--- src/rtl/nn_train_sequencer.sv ---
// Iteration scheduler for the NN_CORE 2-3-2 backprop datapath.
// Drives one-hot phase enables, sample index and run status.
module nn_train_sequencer #(
  parameter int N_ITER    = 10000,
  parameter int N_SAMPLES = 4,
  parameter int ITER_W    = 16,
  parameter int SMP_W     = 2
) (
  input  logic              clk,
  input  logic              res,
  input  logic              start,
  input  logic              stop,
  output logic              select_initial,
  output logic              en_fwd2,
  output logic              en_fwd3,
  output logic              en_err,
  output logic              en_dlt3,
  output logic              en_dlt2,
  output logic              en_upd,
  output logic [SMP_W-1:0]  sample_idx,
  output logic [ITER_W-1:0] iter_cnt,
  output logic              busy,
  output logic              done
);

  typedef enum logic [3:0] {
    IDLE, INIT, FWD2, FWD3, ERR,
    DLT3, DLT2, UPD, NEXT
  } state_t;

  state_t state, state_nxt;

  logic [1:0]        ph, ph_nxt, ph_last;
  logic              stop_pend, stop_pend_nxt;
  logic [ITER_W-1:0] iter_nxt, iter_inc;
  logic [SMP_W-1:0]  smp_nxt;
  logic              last_iter, done_nxt;
  logic [6:0]        en_q, en_nxt;

  assign iter_inc  = iter_cnt + 1'b1;
  assign last_iter = (iter_inc == ITER_W'(N_ITER));

  always_comb begin
    ph_last = 2'd0;
    unique case (state)
      FWD2, FWD3, DLT3, DLT2: ph_last = 2'd1;
      UPD:                    ph_last = 2'd2;
      default:                ph_last = 2'd0;
    endcase
  end

  always_comb begin
    state_nxt     = state;
    ph_nxt        = ph;
    stop_pend_nxt = stop_pend;
    iter_nxt      = iter_cnt;
    smp_nxt       = sample_idx;
    done_nxt      = 1'b0;
    if (state != IDLE && stop)
      stop_pend_nxt = 1'b1;
    unique case (state)
      IDLE: begin
        if (start) begin
          state_nxt     = INIT;
          ph_nxt        = 2'd0;
          iter_nxt      = '0;
          smp_nxt       = '0;
          stop_pend_nxt = 1'b0;
        end
      end
      NEXT: begin
        iter_nxt = iter_inc;
        smp_nxt  = (sample_idx == SMP_W'(N_SAMPLES - 1))
                   ? '0 : sample_idx + 1'b1;
        ph_nxt   = 2'd0;
        if (last_iter || stop_pend || stop) begin
          state_nxt = IDLE;
          done_nxt  = 1'b1;
        end else begin
          state_nxt = FWD2;
        end
      end
      default: begin
        // phase states are declared in execution order
        if (ph == ph_last) begin
          ph_nxt    = 2'd0;
          state_nxt = state_t'(state + 4'd1);
        end else begin
          ph_nxt = ph + 2'd1;
        end
      end
    endcase
  end

  always_comb begin
    en_nxt = 7'b0;
    unique case (state_nxt)
      INIT:    en_nxt = 7'b1000000;
      FWD2:    en_nxt = 7'b0100000;
      FWD3:    en_nxt = 7'b0010000;
      ERR:     en_nxt = 7'b0001000;
      DLT3:    en_nxt = 7'b0000100;
      DLT2:    en_nxt = 7'b0000010;
      UPD:     en_nxt = 7'b0000001;
      default: en_nxt = 7'b0;
    endcase
  end

  always_ff @(posedge clk or posedge res) begin
    if (res) begin
      state      <= IDLE;
      ph         <= 2'd0;
      stop_pend  <= 1'b0;
      iter_cnt   <= '0;
      sample_idx <= '0;
      en_q       <= 7'b0;
      busy       <= 1'b0;
      done       <= 1'b0;
    end else begin
      state      <= state_nxt;
      ph         <= ph_nxt;
      stop_pend  <= stop_pend_nxt;
      iter_cnt   <= iter_nxt;
      sample_idx <= smp_nxt;
      en_q       <= en_nxt;
      busy       <= (state_nxt != IDLE);
      done       <= done_nxt;
    end
  end

  assign {select_initial, en_fwd2, en_fwd3, en_err,
          en_dlt3, en_dlt2, en_upd} = en_q;

endmodule

--- config.mk ---
export PLATFORM = sky130hd
export DESIGN_NAME = nn_train_sequencer
export DESIGN_NICKNAME = d
export VERILOG_FILES = /design/src/rtl/nn_train_sequencer.sv
export SDC_FILE = /design/constraint.sdc
export NUM_CORES = 1
export LEC_CHECK = 0
export ABC_AREA = 1
export CELL_PAD_IN_SITES_DETAIL_PLACEMENT = 0
export CELL_PAD_IN_SITES_GLOBAL_PLACEMENT = 1
export CORE_MARGIN = 2
export CORE_UTILIZATION = 40
export DETAILED_ROUTE_END_ITERATION = 8
export GPL_TIMING_DRIVEN = 0
export PLACE_DENSITY = 0.79
export RECOVER_POWER = 50
export SLEW_MARGIN = 30
export SYNTH_ARGS = -nofsm -noshare
export SYNTH_HDL_FRONTEND = slang
export SYNTH_SLANG_ARGS = --single-unit
export TNS_END_PERCENT = 5
--- constraint.sdc ---
create_clock -name clk -period 3.1 [get_ports clk]
set_input_delay 0.62 -clock clk [delete_from_list [all_inputs] [get_ports clk]]
set_output_delay 0.62 -clock clk [all_outputs]
set_load 0.01 [all_outputs]
==> flow_summary.json <==
{
  "r2r_start": "state[0]$_DFF_PP0_",
  "slowest_stage": "dfrtp_1",
  "power_mw": 1.86,
  "clk_latency_ns": 0.28,
  "path_cells": "inv_1 > ha_1 > inv_1 > nor3_4 > inv_2 > o21ai_1 > buf_2 > o22ai_1",
  "root_buffer": "clkbuf_8",
  "core-area_um2": 4690,
  "rows": 25,
  "vias_per_cell": 4.89,
  "path_buf_inv": 4,
  "multi_input_area_um2": 933,
  "worstSetupPathType": "register to register",
  "status": "complete, no violations",
  "cts_tree": "done",
  "antenna_found_initial": 0,
  "drive_above_1_share_pct": 9.86,
  "htreeDepth": 2,
  "register_area_um2": 851,
  "max_slew.worst_pin.slew_ns": 1.29,
  "cp_common_cell": "inv_1",
  "layout_commonest_cell": "nand2_1",
  "final_cell_mix": "74 x nand2_1, 34 x dfrtp_1, 31 x inv_1",
  "crit_family": "buffers and inverters",
  "synth_cells": 256,
  "slew_headroom_pct": 14.2,
  "ant_nets": 0,
  "cts_buffers": 5,
  "rsz0062_at_grt": "false",
  "dp_hpwl_um": 3190,
  "final_area_um2": 2440,
  "synth_area_per_cell_um2": 7.56,
  "worst_ep_required_time_ns": 3.26,
  "grt_pass1_vias": 1570,
  "io_buffers": 30,
  "die_x_um": 73.6,
  "power_per_cell_area_nw_per_um2": 760,
  "finalSetupViolations": 0,
  "min_from": "stop_pend$_DFF_PP0_",
  "synth_cell_types": 25,
  "clkTransAtPathRegs_ns": 0.07,
  "period_needed_ns": 2.18,
  "placed_area_um2": 2300,
  "syn_nets": 267,
  "setup.worst_path.start": "state[0]$_DFF_PP0_",
  "maxCapViolations": 0,
  "nets": 304,
  "synth_area_leaders": "dfrtp_1 44%, nand2_1 14%, inv_1 6.0%",
  "setup_tns_ns": 0,
  "grt_pass1_wl_um": 7070,
  "crit_arrival_ns": 2.35,
  "fin_skew_ns": 0.00580,
  "critical_path.max_fanout": 10,
  "io_pins": 31,
  "antenna_cells": 0,
  "final_cell_count_no_fill": 348,
  "p_leak_nw": 1.11,
  "cts_resized": 0,
  "seq_area_frac_synth_pct": 44.0,
  "synth.ff_latch_count": 34,
  "cts_sinks": 34,
  "syn_area_um2": 1940,
  "dieArea_um2": 5410,
  "max-vdd-ir-drop_mv": 0.551,
  "maxSlewViolCount": 0,
  "grt_max_degree": 35,
  "grt_usage_pct": 16.9,
  "yosys.area.top_type": "dfrtp_1",
  "die_h_um": 73.6,
  "cp-end-kind": "register",
  "drcViolationCount": 0,
  "initial_core_util_pct": 41.3,
  "cts.path.max_buffers": 2,
  "hold_viol": 0,
  "globalplace.congestion": 0.839,
  "ctsHoldBuffers": 0,
  "dr.pass1.iters": 4,
  "cts_setup_buffers": 0,
  "nFillCells": 462,
  "fmax_ghz": 0.458,
  "vias": 1701,
  "syn_to_final_growth_pct": 26.1,
  "routed_wirelength_um": 4260,
  "wl_per_cell_um": 12.2,
  "dp_cells": 340,
  "ys_warn_count": 0,
  "overflow": 0,
  "min_period_over_period_pct": 70.5,
  "start_kind": "register",
  "yosysTopAreaCellShare_pct": 44.0,
  "slowest_delay_ns": 0.44,
  "worstHoldPathType": "register to register",
  "drt_iter0_markers": 81
}
-- metrics by stage --
step | setup WS (ns) | hold WS (ns) | utilization, %
after global routing | 0.702 | 0.524 | 52.0
after CTS | 0.888 | 0.499 | 52.0
after floorplan | 1.29 | 0.454 | -
after detailed placement | 0.833 | 0.479 | 49.1
final | 0.916 | 0.497 | 52.0
after global placement | 0.780 | 0.468 | 49.1
-- kinds of logic after synthesis --
logic type	after synthesis	share of synthesized area, %
adders and majority gates	7	4.52
DFF	34	44.0
and+or+nand+nor	137	31.0
buffers and inverters	38	7.82
xor gates and xnor gates	6	2.71
AOI/OAI and AO/OA	34	10.0
-- where the power goes --
part	switching (mW)	total, mW	internal, mW
Sequential	0.0564	0.596	0.540
Clock	0.173	0.495	0.322
Combinational	0.477	0.765	0.287
Total	0.706	1.86	1.15
-- tightest hold or removal path, delay by kind of cell, from the launching register on --
kind,cells,cell delay (ns)
AOI/OAI and AO/OA,1,0.06
and+or+nand+nor,1,0.05
DFF,1,0.35
-- synth_stat cells, drive strengths merged --
master  count
a21oi       3
buf         2
clkbuf      1
dfrtp      34
ha          7
inv        35
nand2      79
nand3      18
nand4       5
nor2       34
nor3        1
o21a        1
o21ai      26
o22ai       3
o31ai       1
xnor2       1
xor2        5
-- layout make-up --
type,count,share of cell area (%)
Multi-Input combinational cell,184,38.2
Buffer,3,0.820
Clock buffer,5,2.82
Inverter,35,5.38
Sequential cell,34,34.9
Timing Repair Buffer,30,12.3
Clock inverter,3,2.82
Tap cell,54,2.77
-- metal layers --
| layer | vias to the layer above | GRT usage (%) | wire length, um |
|---|---|---|---|
| met1 | 792 | 20.7 | 1930 |
| met3 | 2 | 3.57 | 132 |
| li1 | 882 | - | - |
| met4 | 0 | 5.25 | 27 |
| met5 | - | 0 | 0 |
| met2 | 25 | 29.5 | 2160 |
-- sequential cells by signal, summed over array words and instances (netlist names) --
register / count
busy: 1
done: 1
en_q: 7
iter_cnt: 16
ph: 2
sample_idx: 2
state: 4
stop_pend: 1
-- path summary, 6_finish.rpt --
path	endpoint	slack, ns	cells after the start
max	iter_cnt[13]$_DFFE_PP0P_	0.92	8
max in group asynchronous	iter_cnt[5]$_DFFE_PP0P_	1.21	2
min reg2reg	stop_pend$_DFF_PP0_	0.50	2
max reg2reg	iter_cnt[13]$_DFFE_PP0P_	0.92	8
min	stop_pend$_DFF_PP0_	0.50	2
min in group asynchronous	iter_cnt[14]$_DFFE_PP0P_	1.13	2
No activity file was read; power rests on OpenSTA's default activity.
